<file path="src/rtl/regfile_dump_sequencer.sv">
// regfile_dump_sequencer
//
// Sequences a debug dump of the CPU architectural state. A start pulse
// snapshots the PC and emits a header beat. The block then walks 18 registers
// in the order $s0-$s7 (16-23), $t0-$t7 (8-15), $t8, $t9 (24, 25). It borrows
// register-file read port 1 only in cycles the pipeline leaves it idle, and
// streams each value on a valid/ready interface.
//
// Optional feature: define DUMP_STARVE_GUARD_EN to enable the starvation
// guard. After STARVE_LIMIT consecutive denied fetch cycles, the block stalls
// the pipeline for one cycle and takes the read port.
//
// Ports:
//   clock, reset_n   rising-edge clock, asynchronous active-low reset
//   start            dump request, sampled only while idle
//   pc_in            PC captured when start is accepted
//   pipe_rd_req      pipeline is using read port 1 this cycle
//   rd_data          combinational read data of port 1
//   dbg_rd_grant     selects dbg_rd_addr onto port 1
//   dbg_rd_addr      register index driven while granted
//   pipe_stall       one-cycle pipeline stall from the starvation guard
//   out_valid/ready  output beat handshake
//   out_kind         1 = header (PC) beat, 0 = register beat
//   out_idx          register index, 0 on the header beat
//   out_data         PC snapshot or register value
//   out_tag          dump sequence number, increments at each completion
//   busy             dump in progress
//   done             one-cycle pulse at dump completion
module regfile_dump_sequencer #(
    parameter int unsigned DATA_W       = 32,
    parameter int unsigned ADDR_W       = 5,
    parameter int unsigned STARVE_LIMIT = 8
) (
    input  logic              clock,
    input  logic              reset_n,
    input  logic              start,
    input  logic [DATA_W-1:0] pc_in,
    input  logic              pipe_rd_req,
    input  logic [DATA_W-1:0] rd_data,
    output logic              dbg_rd_grant,
    output logic [ADDR_W-1:0] dbg_rd_addr,
    output logic              pipe_stall,
    output logic              out_valid,
    input  logic              out_ready,
    output logic              out_kind,
    output logic [ADDR_W-1:0] out_idx,
    output logic [DATA_W-1:0] out_data,
    output logic [7:0]        out_tag,
    output logic              busy,
    output logic              done
);

    localparam logic [4:0] LastPtr = 5'd17;

    typedef enum logic [2:0] {StIdle, StHeader, StFetch, StEmit, StDone} state_e;

    state_e            state_q, state_d;
    logic [4:0]        ptr_q, ptr_d;
    logic [DATA_W-1:0] pc_q, pc_d;
    logic [DATA_W-1:0] data_q, data_d;
    logic [7:0]        tag_q, tag_d;
    logic [4:0]        seq_idx;
    logic              force_grant;

    // Pointer to register index: 0-7 -> 16-23, 8-15 -> 8-15, 16-17 -> 24-25.
    always_comb begin
        seq_idx = ptr_q;
        if (ptr_q < 5'd8) begin
            seq_idx = ptr_q + 5'd16;
        end else if (ptr_q >= 5'd16) begin
            seq_idx = ptr_q + 5'd8;
        end
    end

`ifdef DUMP_STARVE_GUARD_EN
    localparam int unsigned CntW = $clog2(STARVE_LIMIT + 1);

    logic [CntW-1:0] starve_cnt_q, starve_cnt_d;

    assign force_grant = (state_q == StFetch) && (starve_cnt_q == CntW'(STARVE_LIMIT));

    // Count consecutive denied fetch cycles; any grant or leaving fetch clears.
    always_comb begin
        starve_cnt_d = '0;
        if (state_q == StFetch && !dbg_rd_grant) begin
            starve_cnt_d = starve_cnt_q + 1'b1;
        end
    end

    always_ff @(posedge clock or negedge reset_n) begin
        if (!reset_n) begin
            starve_cnt_q <= '0;
        end else begin
            starve_cnt_q <= starve_cnt_d;
        end
    end
`else
    assign force_grant = 1'b0;
`endif

    assign busy    = (state_q != StIdle);
    assign out_tag = tag_q;

    always_comb begin
        state_d      = state_q;
        ptr_d        = ptr_q;
        pc_d         = pc_q;
        data_d       = data_q;
        tag_d        = tag_q;
        dbg_rd_grant = 1'b0;
        dbg_rd_addr  = '0;
        pipe_stall   = 1'b0;
        out_valid    = 1'b0;
        out_kind     = 1'b0;
        out_idx      = '0;
        out_data     = '0;
        done         = 1'b0;

        case (state_q)
            StIdle: begin
                if (start) begin
                    state_d = StHeader;
                    pc_d    = pc_in;
                    ptr_d   = '0;
                end
            end
            StHeader: begin
                out_valid = 1'b1;
                out_kind  = 1'b1;
                out_data  = pc_q;
                if (out_ready) begin
                    state_d = StFetch;
                end
            end
            StFetch: begin
                pipe_stall = force_grant;
                // The pipeline owns the port unless the starvation guard fires.
                if (!pipe_rd_req || force_grant) begin
                    dbg_rd_grant = 1'b1;
                    dbg_rd_addr  = ADDR_W'(seq_idx);
                    data_d       = rd_data;
                    state_d      = StEmit;
                end
            end
            StEmit: begin
                out_valid = 1'b1;
                out_idx   = ADDR_W'(seq_idx);
                out_data  = data_q;
                if (out_ready) begin
                    if (ptr_q == LastPtr) begin
                        state_d = StDone;
                    end else begin
                        ptr_d   = ptr_q + 5'd1;
                        state_d = StFetch;
                    end
                end
            end
            StDone: begin
                done    = 1'b1;
                tag_d   = tag_q + 8'd1;
                state_d = StIdle;
            end
            default: begin
                state_d = StIdle;
            end
        endcase
    end

    always_ff @(posedge clock or negedge reset_n) begin
        if (!reset_n) begin
            state_q <= StIdle;
            ptr_q   <= '0;
            pc_q    <= '0;
            data_q  <= '0;
            tag_q   <= '0;
        end else begin
            state_q <= state_d;
            ptr_q   <= ptr_d;
            pc_q    <= pc_d;
            data_q  <= data_d;
            tag_q   <= tag_d;
        end
    end

endmodule

</file>
<file path="config.mk">
export PLATFORM = sky130hd
export DESIGN_NAME = regfile_dump_sequencer
export DESIGN_NICKNAME = d
export VERILOG_FILES = /design/src/rtl/regfile_dump_sequencer.sv
export SDC_FILE = /design/constraint.sdc
export NUM_CORES = 1
export LEC_CHECK = 0
export ABC_AREA = 1
export CAP_MARGIN = 5
export CELL_PAD_IN_SITES_DETAIL_PLACEMENT = 1
export CELL_PAD_IN_SITES_GLOBAL_PLACEMENT = 2
export CORE_MARGIN = 2
export CORE_UTILIZATION = 24
export CTS_BUF_LIST = sky130_fd_sc_hd__clkbuf_8
export DETAILED_ROUTE_END_ITERATION = 12
export PLACE_DENSITY_LB_ADDON = 0.1
export SLEW_MARGIN = 20
export SYNTH_ARGS = -nofsm -noshare
export SYNTH_HDL_FRONTEND = slang
export SYNTH_SLANG_ARGS = --single-unit
</file>
<file path="constraint.sdc">
create_clock -name clock -period 1.25 [get_ports clock]
set_input_delay 0.125 -clock clock [delete_from_list [all_inputs] [get_ports clock]]
set_output_delay 0.125 -clock clock [all_outputs]
set_load 0.1 [all_outputs]
</file>
Yosys cells after proc, flatten, opt, wreduce, memory -nomap -nowiden
Cells that the tools add are included.

Add/sub/neg operators: 4. $lt $le $gt $ge: 2. Equal/unequal tests: 10. Mux-type cells: 21. Bitwise logic cells: 1. Reductions and logical operators: 8.

Operator list (number): 32-bit one-hot mux with 2 select lines (1); 5-bit 2-to-1 mux (8); 3-bit 2-to-1 mux (5); 3-bit one-hot mux with 4 select lines (1); 2-bit inequality test (second input constant) (5); 5-bit one-hot mux with 2 select lines (1); 8-bit by 1-bit adder with 8-bit output (second input constant) (1); 4-bit AND reduction (2); 3-bit by 2-bit equality test with 1-bit output (second input constant) (2); 5-bit by 1-bit adder with 5-bit output (second input constant) (1); 5-bit by 4-bit adder with 5-bit output (second input constant) (1); 5-bit adder (second input constant) (1); 5-bit equality test (second input constant) (1); 5-bit >= comparator (second input constant) (1); 5-bit by 4-bit < comparator with 1-bit output (second input constant) (1); 1-bit 2-to-1 mux (5); 2-bit AND reduction (2); 3-bit by 1-bit equality test with 1-bit output (second input constant) (1); 3-bit equality test (second input constant) (1); 3-bit zero test (1); 3-bit nonzero test (1); 2-bit nonzero test (1); 2-bit OR reduction (1); 1-bit NOT (1).

Bits in registers: 80. Input bits: 69. Logic and storage cells: 51.

Depth between registers and ports, before layout
Word-level depth: 5. Mapped depth: 10.

Least setup slack after synthesis
Ideal clock, no wire load.

Kind: register to output. From: register state_q[2]. To: output out_data[13]. Arrival: 3.342 ns. Required time: 1.125 ns. Slack: -2.217 ns. Stages on the path, launching flop included: 6. Buffers on the path: 1. Cells stage by stage: dfrtp_1 > nor2_1 > nand2_1 > inv_1 > buf_4 > a22o_1.

Longest elaborated chain between the ends: 2. Elaborated cells on any way between the ends: 3. Classes of those cells: 2 x eq/ne; 1 x mux.

RTL lines: from (decl) (line 57) `state_e state_q, state_d;`; from (signal assigned) (line 171) `state_q <= StIdle;`; from (signal assigned) (line 177) `state_q <= state_d;`; 3-bit by 2-bit equality test with 1-bit output / 3-bit by 1-bit equality test with 1-bit output (equally long branches) (line 119) `case (state_q)`; 32-bit one-hot mux with 2 select lines (*) (line 119); to (decl) (line 47) `output logic [DATA_W-1:0] out_data,`.

Every way passes the cells marked *; elsewhere a longest branch is shown, timed or not.

Worst setup path in the final report
From: register state_q[0]. To: output out_data[13].

Same word-level chain as after synthesis.

==> flow_summary.json <==
{
  "status": "complete, but fails checks",
  "violations": "setup timing",
  "fin_ws_ns": -0.604,
  "peakVddDrop_mv": 1.57,
  "gp_congestion": 0.803,
  "drc": 0,
  "synth_top_family_by_area": "simple AND/OR/NAND/NOR gates",
  "power_mw": 20.3,
  "grt_pass1_wl_um": 22300,
  "power_density_mw_per_mm2": 2650,
  "synth_top_area_cell": "dfrtp_1",
  "start_kind": "flip-flop",
  "clock.fmax_ghz": 0.539,
  "syn-cell-area_mm2": 0.00385,
  "worstPathRequired_ns": 1.12,
  "synth-xor-area-share_pct": 0.454,
  "synth_edf_count": 0,
  "htree_levels": 3,
  "num_vias": 3869,
  "finalWirelength_um": 14400,
  "std_cell_rows": 46,
  "fin_crit_ns": 1.85,
  "die_area_mm2": 0.0171,
  "synth_area_leaders": "dfrtp_1 52%, nand2_1 18%, a22o_1 7.3%",
  "synth-async-reset-ratio_pct": 100,
  "cpPeakStageDelay_ns": 0.46,
  "nNetsFinal": 736,
  "synth_top_area_share_pct": 51.9,
  "fp.coreArea_mm2": 0.0158,
  "cap_viol_max_count": 0,
  "syn2layout_area_growth_pct": 98.7,
  "final-setup-viol-count": 126,
  "cts_buffers": 9,
  "cts_tree": "done",
  "synth_cell_types": 23,
  "antenna_found_initial": 0,
  "ant_nets": 0,
  "wl_per_cell_um": 16.3,
  "final_layout_size_suffix_gt1_share_pct": 42.6,
  "post-place-ws_ns": -0.254,
  "ys_ff_latch": 80,
  "synthAdderAreaFrac_pct": 1.95,
  "period_share_pct": 148,
  "hold_slack_ns": 0.166,
  "io_buffers": 123,
  "insertion_delay_ns": 0.37,
  "rsz0062_at_grt": "yes",
  "cts_buffer_depth": 2,
  "postSynthCellCount": 468,
  "start_util_pct": 24.4,
  "root_buffer": "clkbuf_8",
  "crit_chain": "nand2_2, nor2_4, buf_12, buf_12, a22o_4, buf_12",
  "grt_usage_pct": 17.4,
  "endpoint_kind": "primary output",
  "cp.arrival_ns": 1.73,
  "timing_worst_setup_path_type": "reg2out",
  "path_buf_inv": 3,
  "dr.first_iter.drc_count": 103,
  "fillers": 1757,
  "drt-pass1-iter-count": 4,
  "critPathTopFamily": "buffers and inverters",
  "crit_top_cell": "buf_12",
  "synthSimpleGateAreaFrac_pct": 24.7,
  "dp_hpwl_um": 9620,
  "detail_route.vias_per_cell": 4.39,
  "grt_pass1_vias": 4278,
  "critPathSlowestCell": "dfrtp_2",
  "die_w_um": 131,
  "yosysMostFrequentCell": "nand2_1",
  "synth_fp_nets": 543,
  "synth_compound_area_share_pct": 11.8,
  "cts_sinks": 80,
  "antennaDiodeCount": 0,
  "yosysWarningCount": 0,
  "grt_start_max_net_pins": 28,
  "avgSynthCellArea_um2": 8.24,
  "leakage_nw": 3.67,
  "synthMuxAreaShare_pct": 0,
  "final-max-slew-violation-count": 0,
  "die_h_um": 131,
  "ys_seq_area_share_pct": 51.9,
  "overflow": 0,
  "synth_commonest_cells": "181 x nand2_1, 80 x dfrtp_1, 55 x inv_1",
  "finClkSkew_ns": 0.00744,
  "io_pins": 125,
  "hold_viol_final": 0,
  "critPathMaxFanout": 11,
  "clk_pin_slew_ns": 0.09,
  "synth-main-ff-cell": "dfrtp_1",
  "hold_path_class": "in2async"
}
power by group:
group	internal (mW)	switching, mW
sequential	3.63	0.833
clock	0.766	1.02
combinational	5.93	8.13
total	10.3	9.99
final timing paths:
check	start	endpoint	slack, ns	cells past startpoint
min in group clock	pc_in[19]	pc_q[19]$_DFFE_PN0P_	0.29	3
min reg2reg	data_q[27]$_DFFE_PN0P_	data_q[27]$_DFFE_PN0P_	0.51	2
min	reset_n	pc_q[9]$_DFFE_PN0P_	0.17	2
max	state_q[0]$_DFFE_PN0P_	out_data[13]	-0.60	6
max in group asynchronous	reset_n	state_q[0]$_DFFE_PN0P_	0.58	3
max reg2reg	state_q[2]$_DFFE_PN0P_	state_q[1]$_DFFE_PN0P_	-0.49	12
stage by stage:
stage / instances / utilization [%] / TNS, ns / cell area, um2
floorplan: 468 / - / -36.02 / 4350
detailed placement: 833 / 42.6 / -20.59 / 6720
CTS: 874 / 47.2 / -46.86 / 7450
global route: 882 / 48.6 / -56.42 / 7660
finish: 882 / 48.6 / -47.51 / 7660
global placement: 833 / 42.6 / -16.84 / 6720
per-layer routing:
metal	vias to the layer above	routed length [um]	GRT usage, %
li1	1865	-	-
met1	1908	6080	21.8
met2	82	7590	30.4
met3	14	545	3.09
met4	0	177	5.63
met5	-	0	0
state kept, by name, indices dropped and copies added (netlist names):
name,count
data_q,32
out_tag,8
pc_q,32
ptr_q,5
state_q,3
placed cells by master (no fill, tap or decap), types with 11 or more instances in the layout:
master / instances
nand2_1: 130
buf_12: 72
dfrtp_1: 69
clkdlybuf4s50_1: 67
inv_1: 46
nand2_2: 44
buf_4: 37
a22o_4: 32
o21ai_0: 24
buf_6: 18
nand3_1: 14
nor2_4: 11
logic make-up (layout without fill, tap and decap cells):
group	after synthesis	in the layout
xor gates and xnor gates	2	2
other	1	1
buffers and inverters	78	276
DFF	80	80
and+or+nand+nor	234	234
adders and majority gates	6	6
AOI/OAI and AO/OA	67	67
timing repair:
action                                  in CTS  in global routing
endpoints found under the setup margin     129                127
pin swaps                                   36                 28
hold endpoints to repair                    80                  0
setup buffers                               24                  4
hold buffers                                 1                  0
resized for setup                           78                 34
gates cloned                                 3                  4
cell type report:
| type | instances | area (um2) | area share (%) |
|---|---|---|---|
| clock inverters | 6 | 35.0 | 0.457 |
| flip-flops and latches | 80 | 2020 | 26.4 |
| clock buffers | 10 | 138 | 1.80 |
| well taps | 216 | 270 | 3.53 |
| multi-input cells | 310 | 2150 | 28.1 |
| repair buffers | 204 | 2810 | 36.7 |
| inverters | 56 | 231 | 3.02 |
worst reg2reg max path: cells and delay by family (launching register included):
family / cells / cell delay (ns)
buffers and inverters: 7 / 0.78
AOI/OAI and AO/OA: 1 / 0.07
DFF: 1 / 0.50
and+or+nand+nor: 4 / 0.31
Note: power is estimated with default switching activity, not from simulation.
